File: config.mk
export PLATFORM = sky130hd
export DESIGN_NAME = pir_zone_scheduler
export DESIGN_NICKNAME = d
export VERILOG_FILES = /design/src/rtl/pir_pkg.sv /design/src/rtl/pir_debounce.sv /design/src/rtl/pir_zone_scheduler.sv
export SDC_FILE = /design/constraint.sdc
export NUM_CORES = 1
export LEC_CHECK = 0
export CORE_AREA = 3 3 155 157
export CTS_BUF_LIST = sky130_fd_sc_hd__clkbuf_2 sky130_fd_sc_hd__clkbuf_4 sky130_fd_sc_hd__clkbuf_8
export DETAILED_ROUTE_END_ITERATION = 8
export DIE_AREA = 0 0 158 160
export GPL_ROUTABILITY_DRIVEN = 0
export PLACE_DENSITY_LB_ADDON = 0.3
export RECOVER_POWER = 100
export SLEW_MARGIN = 20
export SYNTH_ARGS = -nofsm -noshare
export SYNTH_HDL_FRONTEND = slang
export SYNTH_SLANG_ARGS = --single-unit
File: constraint.sdc
create_clock -name clk -period 2.09 [get_ports clk]
set_input_delay 0.209 -clock clk [delete_from_list [all_inputs] [get_ports clk]]
set_output_delay 0.209 -clock clk [all_outputs]
set_load 0.01 [all_outputs]
File: src/rtl/pir_pkg.sv
// Shared types and constants for the PIR zone scheduler: state encoding,
// log entry layout and the round-robin zone picker.
package pir_pkg;

    typedef enum logic [3:0] {
        S_DISARMED = 4'b0001,
        S_IDLE     = 4'b0010,
        S_ALARM    = 4'b0100,
        S_COOLDOWN = 4'b1000
    } state_e;

    localparam int ZONE_COUNT = 3;
    localparam int LOG_DEPTH  = 8;
    localparam int LOG_AW     = 3;
    localparam int ZONE_ID_W  = 2;
    localparam int SEQ_W      = 6;
    localparam int ENTRY_W    = ZONE_ID_W + SEQ_W;

    // Zone ID 0 means "no alarm"; zones 0..2 report as 1..3.
    localparam logic [ZONE_ID_W-1:0] ZONE_ID_NONE = '0;

    typedef struct packed {
        logic       found;
        logic [1:0] zone;
    } rr_pick_t;

    function automatic logic [ZONE_ID_W-1:0] zone_id(input logic [1:0] zone);
        return zone + 2'd1;
    endfunction

    function automatic rr_pick_t rr_pick(input logic [ZONE_COUNT-1:0] pend,
                                         input logic [1:0]            last);
        rr_pick_t   r;
        logic [1:0] cand;
        r.found = 1'b0;
        r.zone  = '0;
        cand    = last;
        for (int i = 0; i < ZONE_COUNT; i++) begin
            cand = (cand == 2'(ZONE_COUNT - 1)) ? 2'd0 : cand + 2'd1;
            if (!r.found && pend[cand]) begin
                r.found = 1'b1;
                r.zone  = cand;
            end
        end
        return r;
    endfunction

endpackage

File: src/rtl/pir_debounce.sv
// One zone's debounce counter; pulses rise_o on the cycle the count of
// consecutive high samples reaches DEBOUNCE_CYCLES.
module pir_debounce #(
    parameter int DEBOUNCE_CYCLES = 4
) (
    input  logic clk,
    input  logic rst_n,
    input  logic clr_i,
    input  logic sensor_i,
    output logic rise_o
);

    logic [3:0] cnt_q, cnt_d;

    always_comb begin
        cnt_d = cnt_q;
        if (clr_i || !sensor_i) begin
            cnt_d = '0;
        end else if (cnt_q != 4'(DEBOUNCE_CYCLES)) begin
            cnt_d = cnt_q + 4'd1;
        end
    end

    // Saturation means a held sensor fires once; it must drop low to re-arm.
    assign rise_o = sensor_i && !clr_i && (cnt_q == 4'(DEBOUNCE_CYCLES - 1));

    always_ff @(posedge clk) begin
        if (!rst_n) begin
            cnt_q <= '0;
        end else begin
            cnt_q <= cnt_d;
        end
    end

endmodule

File: src/rtl/pir_zone_scheduler.sv
// Shares one buzzer/LED alarm among three debounced PIR zones in round-robin
// order and records each grant in an 8-entry circular event log.
//   state    | meaning
//   DISARMED | outputs off, pending and debounce held clear
//   IDLE     | waiting for a pending zone
//   ALARM    | buzzer on for the granted zone
//   COOLDOWN | one-cycle quiet gap before the next grant
module pir_zone_scheduler
    import pir_pkg::*;
#(
    parameter int DEBOUNCE_CYCLES = 4,
    parameter int ALARM_CYCLES    = 100
) (
    input  logic                  clk,
    input  logic                  rst_n,
    input  logic                  arm,
    input  logic                  stop_alarm,
    input  logic [ZONE_COUNT-1:0] pir_sensor,
    output logic                  buzzer,
    output logic [ZONE_COUNT-1:0] zone_led,
    output logic [ZONE_ID_W-1:0]  active_zone,
    input  logic [LOG_AW-1:0]     log_rd_addr,
    output logic [ENTRY_W-1:0]    log_rd_data,
    output logic [3:0]            log_count,
    output logic                  log_overflow
);

    state_e                state_q, state_d;
    logic [ZONE_COUNT-1:0] pend_q, pend_d, rise;
    logic [1:0]            last_q, last_d, grant_q, grant_d;
    logic [6:0]            cyc_q, cyc_d;
    logic [SEQ_W-1:0]      seq_q, seq_d;
    logic                  buzzer_q, buzzer_d;
    logic [ZONE_COUNT-1:0] led_q, led_d;
    logic [ZONE_ID_W-1:0]  az_q, az_d;
    logic                  deb_clr;
    rr_pick_t              pick;

    logic [ENTRY_W-1:0]    log_mem_q [LOG_DEPTH];
    logic [LOG_AW-1:0]     wr_ptr_q, rd_idx;
    logic [3:0]            cnt_q;
    logic                  ovf_q;
    logic [ENTRY_W-1:0]    rd_q;
    logic                  log_we;
    logic [ENTRY_W-1:0]    log_wdata;

    assign deb_clr = (state_q == S_DISARMED) || !arm;

    for (genvar z = 0; z < ZONE_COUNT; z++) begin : g_deb
        pir_debounce #(.DEBOUNCE_CYCLES(DEBOUNCE_CYCLES)) u_deb (
            .clk      (clk),
            .rst_n    (rst_n),
            .clr_i    (deb_clr),
            .sensor_i (pir_sensor[z]),
            .rise_o   (rise[z])
        );
    end

    always_comb begin
        pick      = rr_pick(pend_q, last_q);
        state_d   = state_q;
        pend_d    = pend_q;
        last_d    = last_q;
        grant_d   = grant_q;
        cyc_d     = cyc_q;
        seq_d     = seq_q;
        log_we    = 1'b0;
        log_wdata = {zone_id(pick.zone), seq_q};

        case (state_q)
            S_DISARMED: begin
                if (arm) state_d = S_IDLE;
            end
            S_IDLE: begin
                if (!arm) begin
                    state_d = S_DISARMED;
                end else if (pick.found) begin
                    state_d            = S_ALARM;
                    pend_d[pick.zone]  = 1'b0;
                    last_d             = pick.zone;
                    grant_d            = pick.zone;
                    cyc_d              = '0;
                    log_we             = 1'b1;
                    seq_d              = seq_q + 6'd1;
                end
            end
            S_ALARM: begin
                if (!arm) begin
                    state_d = S_DISARMED;
                end else if (stop_alarm || cyc_q == 7'(ALARM_CYCLES - 1)) begin
                    state_d = S_COOLDOWN;
                end else begin
                    cyc_d = cyc_q + 7'd1;
                end
            end
            S_COOLDOWN: state_d = S_IDLE;
            default:    state_d = S_DISARMED;
        endcase

        // New detections are OR'd in after the grant clear so a same-cycle set wins.
        pend_d = pend_d | (rise & {ZONE_COUNT{arm}});
        if (state_q == S_DISARMED || !arm) pend_d = '0;

        buzzer_d = (state_d == S_ALARM);
        led_d    = buzzer_d ? (3'b001 << grant_d) : '0;
        az_d     = buzzer_d ? zone_id(grant_d) : ZONE_ID_NONE;
    end

    always_ff @(posedge clk) begin
        if (!rst_n) begin
            state_q  <= S_DISARMED;
            pend_q   <= '0;
            last_q   <= 2'd2;
            grant_q  <= '0;
            cyc_q    <= '0;
            seq_q    <= '0;
            buzzer_q <= 1'b0;
            led_q    <= '0;
            az_q     <= '0;
        end else begin
            state_q  <= state_d;
            pend_q   <= pend_d;
            last_q   <= last_d;
            grant_q  <= grant_d;
            cyc_q    <= cyc_d;
            seq_q    <= seq_d;
            buzzer_q <= buzzer_d;
            led_q    <= led_d;
            az_q     <= az_d;
        end
    end

    // Address 0 is the newest entry, i.e. the slot just behind the write pointer.
    assign rd_idx = wr_ptr_q - 3'd1 - log_rd_addr;

    always_ff @(posedge clk) begin
        if (!rst_n) begin
            for (int i = 0; i < LOG_DEPTH; i++) log_mem_q[i] <= '0;
            wr_ptr_q <= '0;
            cnt_q    <= '0;
            ovf_q    <= 1'b0;
            rd_q     <= '0;
        end else begin
            rd_q <= ({1'b0, log_rd_addr} < cnt_q) ? log_mem_q[rd_idx] : '0;
            if (log_we) begin
                log_mem_q[wr_ptr_q] <= log_wdata;
                wr_ptr_q            <= wr_ptr_q + 3'd1;
                if (cnt_q == 4'(LOG_DEPTH)) begin
                    ovf_q <= 1'b1;
                end else begin
                    cnt_q <= cnt_q + 4'd1;
                end
            end
        end
    end

    assign buzzer       = buzzer_q;
    assign zone_led     = led_q;
    assign active_zone  = az_q;
    assign log_rd_data  = rd_q;
    assign log_count    = cnt_q;
    assign log_overflow = ovf_q;

endmodule

Word level (Yosys, flattened, before mapping) --
Memory sizes are Yosys's and may differ from the RTL's. A register that Yosys moved wholly into a read port is not among the register bits. Cells that the tools add are included.
Operators by class: reductions and logical operators 34, bitwise logic cells 6, equal/unequal tests 20, shift operators 1, add/subtract/negate cells 14, muxes and demuxes 41, $lt $le $gt $ge 6
Operator list (count):
- $mux W7 | 4
- $mux W3 | 7
- $mux W4 | 5
- $add A4 B1 Y4 const B | 4
- $eq A4 B2 Y1 const B | 4
- $pmux W4 S4 | 1
- $pmux W7 S2 | 1
- $lt A2 B3 Y1 const B | 4
- $mux W1 | 12
- $mux W2 | 6
- $ne A4 B3 Y1 const B | 3
- $add A2 B1 Y2 const B | 5
- $logic_and A1 B1 Y1 | 9
- $eq A4 B3 Y1 const B | 2
- $eq A4 B4 Y1 const B | 2
- $logic_not A1 Y1 | 8
- $mux W8 | 1
- $ne A2 B2 Y1 const B | 4
- $reduce_and A2 Y1 | 4
- $reduce_or A2 Y1 | 4
- $reduce_or A8 Y1 | 1
- $add A7 B1 Y7 const B | 1
- $eq A7 B7 Y1 const B | 1
- $add A6 B1 Y6 const B | 1
- 18 further kinds | 28
Storage, ports and cells: bits of input ports 10, bits in registers 50, word-level logic and storage cells 138, bits in writable memories 64, memories 1, output and inout bits 19
Memory list:
- log_mem_q | words 8, bits a word 8, rd ports 1, clocked after memory_dff 1, write ports 8, RTL line pir_zone_scheduler.sv:39 | logic [ENTRY_W-1:0] log_mem_q [LOG_DEPTH];

Longest topological paths before layout --
Gate-level depths: netlist of run 1.
depth after elaboration 21, depth in mapped cells 9, depth with buffers taken out 8

Modules after synthesis --
From an unflattened synthesis of run 1, not the netlist that was laid out.
Second synthesis, totals: cell total of the unflattened synthesis 488, area total of the unflattened synthesis 5672.9 um2
By module, submodules not included:
- pir_zone_scheduler | sequential area each 2842.7 um2, cells an instance 419, area each 4989.8 um2, times used 1
- pir_debounce | sequential area each 80.1 um2, cells an instance 23, area each 227.7 um2, times used 3

Worst setup path after synthesis of run 1 --
Ideal clock, no wire load.
path kind reg2reg, start register wr_ptr_q[0], end register rd_q[5], in the netlist log_rd_data[5] (read register of log_mem_q), setup time 0.143 ns, required time 1.947 ns, stages on the path, launching flop included 9, path buffers 2, arrival time 2.138 ns, period minus slack after synthesis 2.281 ns, setup slack -0.191 ns, cell sequence dfxtp_1 ha_1 inv_1 fa_1 clkbuf_1 clkbuf_1 mux4_2 mux2i_1 nor2_1
Between the ends: cells in the longest elaborated chain, start to end 2
Ends and longest elaborated chain:
- from (decl) | RTL line pir_zone_scheduler.sv:40 | logic [LOG_AW-1:0] wr_ptr_q, rd_idx;
- from (signal assigned) | RTL line pir_zone_scheduler.sv:147 | wr_ptr_q <= wr_ptr_q + 3'd1;
- $sub A3 B1 Y3 | RTL line pir_zone_scheduler.sv:134 | assign rd_idx = wr_ptr_q - 3'd1 - log_rd_addr;
- $sub A3 B3 Y3 | RTL line pir_zone_scheduler.sv:134
- to (decl) | RTL line pir_zone_scheduler.sv:43 | logic [ENTRY_W-1:0] rd_q;
No other way between the ends. A chain may end at the register's enable or synchronous reset.

Worst setup path after layout of run 1 --
start register state_q[0], end register cyc_q[1]
Between the ends: cells in the longest elaborated chain, start to end 3, elaborated cells on any way between the ends 9, those cells by class 6 x eq/ne; 1 x mux; 2 x reduce/logical
Ends and longest elaborated chain:
- from (decl) | RTL line pir_zone_scheduler.sv:28 | state_e state_q, state_d;
- from (signal assigned) | RTL line pir_zone_scheduler.sv:121 | state_q <= state_d;
- $eq A4 B3 Y1 / $eq A4 B2 Y1 (equally long branches) | RTL line pir_zone_scheduler.sv:70 | case (state_q)
- $ne A2 B2 Y1 (no line) / $reduce_bool A2 Y1 (equally long branches)
- $reduce_and A5 Y1 (no line)
- to (signal assigned) | RTL line pir_zone_scheduler.sv:125 | cyc_q <= cyc_d;
- to (decl) | RTL line pir_zone_scheduler.sv:31 | logic [6:0] cyc_q, cyc_d;
Several ways; a longest one is shown, not always the timed one.

==> impl_metrics.prom, run 1 <==
# TYPE chip_impl_metric gauge
chip_impl_metric{name="max-clock-path-buffers",unit=""} 2
chip_impl_metric{name="grtUsageTotal",unit=""} 0.1051
chip_impl_metric{name="remaining_routing_drc_violations",unit=""} 0
chip_impl_metric{name="cts_hold_buffers",unit=""} 0
chip_impl_metric{name="whs_path_cells",unit=""} 3
chip_impl_metric{name="synth-edff-count",unit=""} 64
chip_impl_info{name="run_status",value="finished, final reports clean"} 1
chip_impl_metric{name="drive_above_1_share",unit=""} 0.1857
chip_impl_metric{name="synth_seq_cells",unit=""} 122
chip_impl_info{name="synth_flop_cell",value="edfxtp_1"} 1
chip_impl_metric{name="numPortBuffers",unit=""} 28
chip_impl_metric{name="final-hold-violation-count",unit=""} 0
chip_impl_info{name="netlist.top_cell.by_area",value="edfxtp_1"} 1
chip_impl_metric{name="cellLeakagePower",unit="nW"} 2.590
chip_impl_metric{name="dp.final_hpwl",unit="microns"} 9165
chip_impl_metric{name="multiInputGateArea",unit="sq um"} 2421
chip_impl_metric{name="clk_pin_slew_worst_paths",unit="ps"} 80
chip_impl_metric{name="max_cap_violations",unit=""} 0
chip_impl_metric{name="synth.net_count",unit=""} 505
chip_impl_metric{name="pin_count",unit=""} 29
chip_impl_metric{name="grt.overflow.total",unit=""} 0
chip_impl_info{name="reg2reg_from",value="state_q[0]"} 1
chip_impl_metric{name="finalSetupViolCount",unit=""} 0
chip_impl_metric{name="synthCells",unit=""} 477
chip_impl_metric{name="final-seq-area",unit="sq um"} 3083
chip_impl_metric{name="net-switching-power",unit="mW"} 1.102
chip_impl_info{name="hold_path.startpoint",value="pir_sensor[0]"} 1
chip_impl_metric{name="die_h",unit="microns"} 160
chip_impl_info{name="synth.top_cells.by_area",value="edfxtp_1 (34%), dfxtp_1 (21%), and2_1 (6.8%)"} 1
chip_impl_metric{name="ir_worst_vdd",unit="uV"} 378.1
chip_impl_metric{name="setup_slack",unit="ps"} 86.24
chip_impl_metric{name="antenna_violations_before_repair",unit=""} 0
chip_impl_metric{name="timing.final.max_slew_violations",unit=""} 0
chip_impl_metric{name="slew_headroom",unit=""} 0.5889
chip_impl_metric{name="asyncSetResetFlopFracSynth",unit=""} 0
chip_impl_metric{name="pre_cts_slack",unit="ps"} -418.8
chip_impl_metric{name="cell_internal_pwr",unit="mW"} 4.059
chip_impl_metric{name="die_width",unit="microns"} 158
chip_impl_metric{name="fmax",unit="MHz"} 499.1
chip_impl_metric{name="mean_area_per_synthesized_cell",unit="sq um"} 11.82
chip_impl_metric{name="final-instance-count-excl-fill",unit=""} 845
chip_impl_metric{name="yosysWarnings",unit=""} 0
chip_impl_metric{name="layout_worst_path_cycle_share",unit=""} 0.9587
chip_impl_metric{name="endpoint_arrival_time_on_the_critical_path",unit="ps"} 2310
chip_impl_metric{name="rows",unit=""} 55
chip_impl_info{name="crit_path_start",value="state_q[0]"} 1
chip_impl_metric{name="synthesis.area",unit="sq um"} 5637
chip_impl_metric{name="grt_first_pass_wirelength",unit="microns"} 20640
chip_impl_metric{name="fin_crit",unit="ps"} 2004
chip_impl_metric{name="fin_hold_ws",unit="ps"} 467.8
chip_impl_metric{name="worst_pin_slew",unit="ps"} 612.9
chip_impl_info{name="cp-end-kind",value="register"} 1
chip_impl_metric{name="finalClockSkew",unit="ps"} 13.02
chip_impl_metric{name="firstDrtPassIters",unit=""} 4
chip_impl_metric{name="final_util",unit=""} 0.3095
chip_impl_metric{name="grt_start_max_net_pins",unit=""} 29
chip_impl_metric{name="worst_r2r_path_depth",unit=""} 7
chip_impl_info{name="rsz0062_at_grt",value="no"} 1
chip_impl_metric{name="post-synth-top-area-fraction",unit=""} 0.3410
chip_impl_metric{name="pwr-share-clk",unit=""} 0.441
chip_impl_metric{name="numPlacedInstances",unit=""} 810
chip_impl_info{name="min-delay-path-class",value="in2reg"} 1
chip_impl_metric{name="via_count",unit=""} 3614
chip_impl_metric{name="cts_made_buffers",unit=""} 17
chip_impl_metric{name="fillers",unit=""} 2272
chip_impl_metric{name="floorplan.initialDensity",unit=""} 0.2490
chip_impl_info{name="worst_setup_start_kind",value="register"} 1
chip_impl_metric{name="yosys.cell_types.count",unit=""} 57
chip_impl_info{name="clock_tree_from_tritoncts",value="built"} 1
chip_impl_metric{name="cts.sink_count",unit=""} 122
chip_impl_metric{name="routedWlPerCell",unit="microns"} 14.68
chip_impl_metric{name="finalPower",unit="mW"} 5.161
chip_impl_metric{name="maximum_fanout_count_along_the_critical_path",unit=""} 7
chip_impl_metric{name="finish.instance_area",unit="sq um"} 7007
chip_impl_metric{name="setup_tns",unit="ps"} 0
chip_impl_metric{name="share_of_power_burned_in_combinational_logic",unit=""} 0.052
chip_impl_metric{name="cts_max_level",unit=""} 4
chip_impl_info{name="ctsRootBufferMaster",value="clkbuf_8"} 1
chip_impl_metric{name="diodes",unit=""} 0
chip_impl_info{name="crit_type",value="reg2reg"} 1
chip_impl_metric{name="detailed_place.area",unit="sq um"} 6583
chip_impl_metric{name="antenna_viol_nets_final",unit=""} 0
chip_impl_metric{name="worst-endpoint-required",unit="ps"} 2400
chip_impl_metric{name="seqPwrFrac",unit=""} 0.507
chip_impl_metric{name="drt_first_iter_violations",unit=""} 162
chip_impl_metric{name="post_drt_via_cell_ratio",unit=""} 4.277
chip_impl_metric{name="die-area",unit="sq um"} 25280
chip_impl_metric{name="fraction_of_the_yosys_area_taken_by_sequential_cells",unit=""} 0.5469
chip_impl_metric{name="insertion_delay",unit="ps"} 430
chip_impl_metric{name="fin_nets",unit=""} 575
chip_impl_metric{name="swShare",unit=""} 0.2135
chip_impl_metric{name="area_growth_syn_to_layout",unit="%"} 24.31
chip_impl_metric{name="power.density",unit="nW/um^2"} 736.6
chip_impl_metric{name="number_of_global_route_vias_before_repair",unit=""} 3896
chip_impl_metric{name="core_area",unit="sq um"} 22640
chip_impl_metric{name="drt_total_wl",unit="microns"} 12410
cell usage after synthesis (all sizes together), types with 8 or more instances:
cell type  number
nor2           56
dfxtp          58
mux2i          15
nor3            8
xnor2          14
inv            16
nand3          10
mux4           16
nand2          34
clkbuf         14
edfxtp         64
and2           62
ha             17
xor2            8
what timing repair did:
item,4_1_cts,5_1_grt
buffers inserted,0,3
pin swaps,0,1
setup endpoints to repair,17,44
gates resized for setup,3,2
flip-flops by register name, indices dropped and copies added, names as in the netlist:
register           count
seq_q                  6
cyc_q                  7
log_count              4
wr_ptr_q               3
active_zone            2
grant_q                2
state_q                4
log_overflow           1
log_rd_data            8
pend_q                 3
buzzer                 1
last_q                 2
log_mem_q             64
zone_led               3
g_deb.u_deb.cnt_q     12
area by class of cell:
cell class	instances	area share
tap	285	0.05089
inverter	16	0.008571
clock buffer	20	0.03661
timing repair buffer	72	0.09375
sequential	122	0.4400
clock inverter	12	0.02464
multi-input combinational	318	0.3455
power by group through the flow:
stage / Combinational [mW] / Clock, mW / Sequential (mW)
2_1_floorplan: 0.156 / 0 / 2.65
3_3_place_gp: 0.273 / 0 / 2.67
3_5_place_dp: 0.281 / 0 / 2.67
4_1_cts: 0.283 / 2.34 / 2.62
5_1_grt: 0.295 / 2.44 / 2.62
6_report: 0.269 / 2.28 / 2.61
cell families (layout without fill, tap and decap cells):
family / after synthesis / after routing / synth area share
multiplexers: 31 / 31 / 0.09057
adder cells (fa/ha/maj): 18 / 18 / 0.04129
AND/OR/NAND/NOR: 215 / 215 / 0.2140
AO/OA/AOI/OAI: 32 / 32 / 0.04484
XOR/XNOR: 22 / 22 / 0.03419
buffers and inverters: 37 / 120 / 0.02819
flip-flops: 122 / 122 / 0.5469
final timing paths:
check                            endpoint  slack [ps]
hold / removal    g_deb[0].u_deb.cnt_q[1]         470
setup reg to reg                 cyc_q[1]          90
hold reg to reg              log_overflow         480
setup / recovery                 cyc_q[1]          90
per-layer routing:
| metal | wire length (microns) | share of wire | vias up | global-route usage |
|---|---|---|---|---|
| li1 | - | - | 1811 | - |
| met4 | 157 | 0.013 | 0 | 0.03011 |
| met3 | 587 | 0.047 | 10 | 0.03008 |
| met2 | 5954 | 0.48 | 60 | 0.1724 |
| met5 | 0 | 0 | - | 0 |
| met1 | 5709 | 0.46 | 1733 | 0.1349 |
cells in the final DEF, fill, tap and decap left out, types with 5 or more instances in the layout:
cell              n
or3_1             5
a21oi_1           5
nand4_1           6
clkbuf_1          5
dlygate4sd3_1    19
and2_0           36
xor2_1            8
buf_4            23
nand3_1           9
clkbuf_8         17
mux4_2           16
xnor2_1          13
ha_1             17
edfxtp_1         64
nor3_1            5
mux2i_1          15
nand2b_1          5
inv_1            16
clkbuf_4          9
nor2b_1           6
nor2_1           56
buf_12            6
o21ai_0           6
dfxtp_1          58
clkdlybuf4s50_1   9
nand2_1          31
and2_1           26
worst max-delay path: stages, from the launching register on:
cell and delay, ps:
dfxtp_1 350, buf_4 170, or4b_4 550, a2111oi_4 280, buf_4 190, clkbuf_4 130
mux2i_1 170, nor2_1 50
No activity file was read; power rests on OpenSTA's default activity.
==> run 2: changes to the inputs <==
--- a/config.mk
+++ b/config.mk
@@ -7,9 +7,11 @@
 export LEC_CHECK = 0
 export CORE_AREA = 3 3 155 157
 export CTS_BUF_LIST = sky130_fd_sc_hd__clkbuf_2 sky130_fd_sc_hd__clkbuf_4 sky130_fd_sc_hd__clkbuf_8
+export CTS_CLUSTER_DIAMETER = 80
 export DETAILED_ROUTE_END_ITERATION = 8
 export DIE_AREA = 0 0 158 160
 export GPL_ROUTABILITY_DRIVEN = 0
+export MAX_ROUTING_LAYER = met4
 export PLACE_DENSITY_LB_ADDON = 0.3
 export RECOVER_POWER = 100
 export SLEW_MARGIN = 20
==> impl_metrics.prom, run 2 (synthesized netlist as in run 1, its figures left out) <==
# TYPE chip_impl_metric gauge
chip_impl_metric{name="drive_above_1_share",unit=""} 0.1857
chip_impl_metric{name="area_growth_syn_to_layout",unit="%"} 24.31
chip_impl_metric{name="drt_first_iter_violations",unit=""} 170
chip_impl_metric{name="grtUsageMet2",unit=""} 0.1724
chip_impl_metric{name="met3_usage",unit=""} 0.02900
chip_impl_info{name="ctsRootBufferMaster",value="clkbuf_8"} 1
chip_impl_metric{name="fmax",unit="MHz"} 498.8
chip_impl_info{name="run_status",value="finished, final reports clean"} 1
chip_impl_info{name="globalRoute.busiestLayer",value="met2"} 1
chip_impl_info{name="reg2reg_from",value="state_q[0]"} 1
chip_impl_metric{name="slew_headroom",unit=""} 0.5890
chip_impl_metric{name="timing.final.max_slew_violations",unit=""} 0
chip_impl_metric{name="worst_pin_slew",unit="ps"} 612.8
chip_impl_metric{name="maximum_fanout_count_along_the_critical_path",unit=""} 7
chip_impl_metric{name="grt_first_pass_wirelength",unit="microns"} 20640
chip_impl_metric{name="cellLeakagePower",unit="nW"} 2.590
chip_impl_metric{name="cts_hold_buffers",unit=""} 0
chip_impl_metric{name="ir_worst_vdd",unit="uV"} 377.2
chip_impl_metric{name="die_width",unit="microns"} 158
chip_impl_info{name="crit_path_start",value="state_q[0]"} 1
chip_impl_metric{name="max-clock-path-buffers",unit=""} 2
chip_impl_metric{name="fin_nets",unit=""} 575
chip_impl_metric{name="swShare",unit=""} 0.2135
chip_impl_info{name="min-delay-path-class",value="in2reg"} 1
chip_impl_metric{name="seqPwrFrac",unit=""} 0.507
chip_impl_metric{name="diodes",unit=""} 0
chip_impl_metric{name="largest_register_ffs",unit=""} 64
chip_impl_metric{name="setup_tns",unit="ps"} 0
chip_impl_metric{name="die_h",unit="microns"} 160
chip_impl_metric{name="cts_made_buffers",unit=""} 17
chip_impl_metric{name="clk_pin_slew_worst_paths",unit="ps"} 80
chip_impl_metric{name="grt_start_max_net_pins",unit=""} 29
chip_impl_metric{name="cell_internal_pwr",unit="mW"} 4.059
chip_impl_metric{name="cts_max_level",unit=""} 4
chip_impl_metric{name="routedWlPerCell",unit="microns"} 14.67
chip_impl_metric{name="rows",unit=""} 55
chip_impl_metric{name="worst-r2r-setup-slack",unit="ps"} 90
chip_impl_metric{name="cts.sink_count",unit=""} 122
chip_impl_info{name="crit_type",value="reg2reg"} 1
chip_impl_info{name="critical_path.most_common_cell",value="buf_4"} 1
chip_impl_metric{name="final-hold-violation-count",unit=""} 0
chip_impl_metric{name="endpoint_arrival_time_on_the_critical_path",unit="ps"} 2310
chip_impl_metric{name="critical_path.max_stage_delay",unit="ps"} 550
chip_impl_metric{name="dp.final_hpwl",unit="microns"} 9165
chip_impl_metric{name="floorplan.initialDensity",unit=""} 0.2490
chip_impl_info{name="critPathTopFamily",value="simple AND/OR/NAND/NOR gates"} 1
chip_impl_metric{name="insertion_delay",unit="ps"} 420
chip_impl_metric{name="via_count",unit=""} 3622
chip_impl_metric{name="fin_hold_ws",unit="ps"} 467.6
chip_impl_metric{name="net-switching-power",unit="mW"} 1.102
chip_impl_metric{name="critical_path_buf_inv_count",unit=""} 3
chip_impl_info{name="worstReg2RegEnd",value="cyc_q[1]"} 1
chip_impl_info{name="worst_setup_start_kind",value="register"} 1
chip_impl_metric{name="fillers",unit=""} 2272
chip_impl_metric{name="pwr-share-clk",unit=""} 0.441
chip_impl_info{name="cp-end-kind",value="register"} 1
chip_impl_info{name="rsz0062_at_grt",value="no"} 1
chip_impl_info{name="most-common-layout-cells",value="edfxtp_1 (64), dfxtp_1 (58), nor2_1 (56)"} 1
chip_impl_metric{name="max_cap_violations",unit=""} 0
chip_impl_metric{name="finalPower",unit="mW"} 5.161
chip_impl_metric{name="layout_worst_path_cycle_share",unit=""} 0.9593
chip_impl_metric{name="fin_crit",unit="ps"} 2005
chip_impl_metric{name="antenna_viol_nets_final",unit=""} 0
chip_impl_metric{name="finalSetupViolCount",unit=""} 0
chip_impl_metric{name="antenna_violations_before_repair",unit=""} 0
chip_impl_metric{name="worst_r2r_path_depth",unit=""} 7
chip_impl_metric{name="firstDrtPassIters",unit=""} 4
chip_impl_metric{name="remaining_routing_drc_violations",unit=""} 0
chip_impl_info{name="worstPathCellList",value="buf_4, or4b_4, a2111oi_4, buf_4, clkbuf_4, mux2i_1, nor2_1"} 1
chip_impl_info{name="final_common_cell",value="edfxtp_1"} 1
chip_impl_metric{name="die-area",unit="sq um"} 25280
chip_impl_metric{name="drt_total_wl",unit="microns"} 12400
chip_impl_metric{name="power.density",unit="nW/um^2"} 736.6
chip_impl_metric{name="pin_count",unit=""} 29
chip_impl_metric{name="numPortBuffers",unit=""} 28
chip_impl_info{name="registers.top_by_ff_count",value="log_mem_q"} 1
chip_impl_metric{name="grtUsageTotal",unit=""} 0.1081
chip_impl_metric{name="worst-endpoint-required",unit="ps"} 2400
chip_impl_info{name="worst_path_max_delay_cell",value="or4b_4"} 1
chip_impl_metric{name="share_of_power_burned_in_combinational_logic",unit=""} 0.052
chip_impl_metric{name="grt.overflow.total",unit=""} 0
chip_impl_metric{name="met1_usage",unit=""} 0.1355
chip_impl_metric{name="critical_path_cell_count",unit=""} 7
chip_impl_info{name="clock_tree_from_tritoncts",value="built"} 1
chip_impl_metric{name="post_drt_via_cell_ratio",unit=""} 4.286
chip_impl_metric{name="number_of_global_route_vias_before_repair",unit=""} 3902
chip_impl_metric{name="core_area",unit="sq um"} 22640
chip_impl_metric{name="finalClockSkew",unit="ps"} 12.64
chip_impl_info{name="timing.critical_path.to",value="cyc_q[1]"} 1
[run 2: final cells by class]
| class | count | area [sq um] | area share |
|---|---|---|---|
| clock buffer | 20 | 256.5 | 0.03661 |
| clock inverter | 12 | 172.7 | 0.02464 |
| inverter | 16 | 60.06 | 0.008571 |
| multi-input combinational | 318 | 2421 | 0.3455 |
| sequential | 122 | 3083 | 0.4400 |
| tap | 285 | 356.6 | 0.05089 |
| timing repair buffer | 72 | 656.9 | 0.09375 |
[run 2: metrics by stage]
stage	cells	instance area, sq um	util	setup WS (ps)
floorplan	477	5654	-	13.13
global placement	810	6583	0.2907	-411.6
detailed placement	810	6583	0.2907	-418.8
CTS	842	7034	0.3107	7.851
global route	845	7007	0.3095	1.722
finish	845	7007	0.3095	85.02
[run 2: worst min path at each step]
stage | from | end | slack (ps) | cells past startpoint
2_1_floorplan | pir_sensor[0] | pend_q[0] | 370 | 2
3_3_place_gp | log_overflow | log_overflow | 460 | 1
3_5_place_dp | log_overflow | log_overflow | 470 | 1
4_1_cts | pir_sensor[0] | g_deb[0].u_deb.cnt_q[0] | 430 | 3
5_1_grt | pir_sensor[0] | g_deb[0].u_deb.cnt_q[2] | 470 | 3
6_report | pir_sensor[0] | g_deb[0].u_deb.cnt_q[1] | 470 | 3
[run 2: worst reg2reg max path, stage by stage (launching register included)]
cell       delay (ps)
dfxtp_1           350
buf_4             170
or4b_4            550
a2111oi_4         280
buf_4             190
clkbuf_4          130
mux2i_1           170
nor2_1             50
[run 2: per-layer routing]
metal | wire length (microns) | part of all wire
met1 | 5725 | 0.46
met4 | 203 | 0.016
met2 | 5899 | 0.48
met5 | 0 | 0
met3 | 570 | 0.046
[run 2: power groups by stage]
| stage | Sequential, mW | Combinational, mW | Clock, mW |
|---|---|---|---|
| final | 2.61 | 0.269 | 2.28 |
| after global routing | 2.62 | 0.295 | 2.44 |
| after CTS | 2.62 | 0.283 | 2.34 |
| after detailed placement | 2.67 | 0.281 | 0 |
| after global placement | 2.67 | 0.273 | 0 |
| after floorplan | 2.65 | 0.156 | 0 |
[run 2: timing repair]
action | 4_1_cts | 5_1_grt
setup buffers | 0 | 3
gates resized for setup | 3 | 2
endpoints found under the setup margin | 17 | 44
pin swaps | 0 | 1
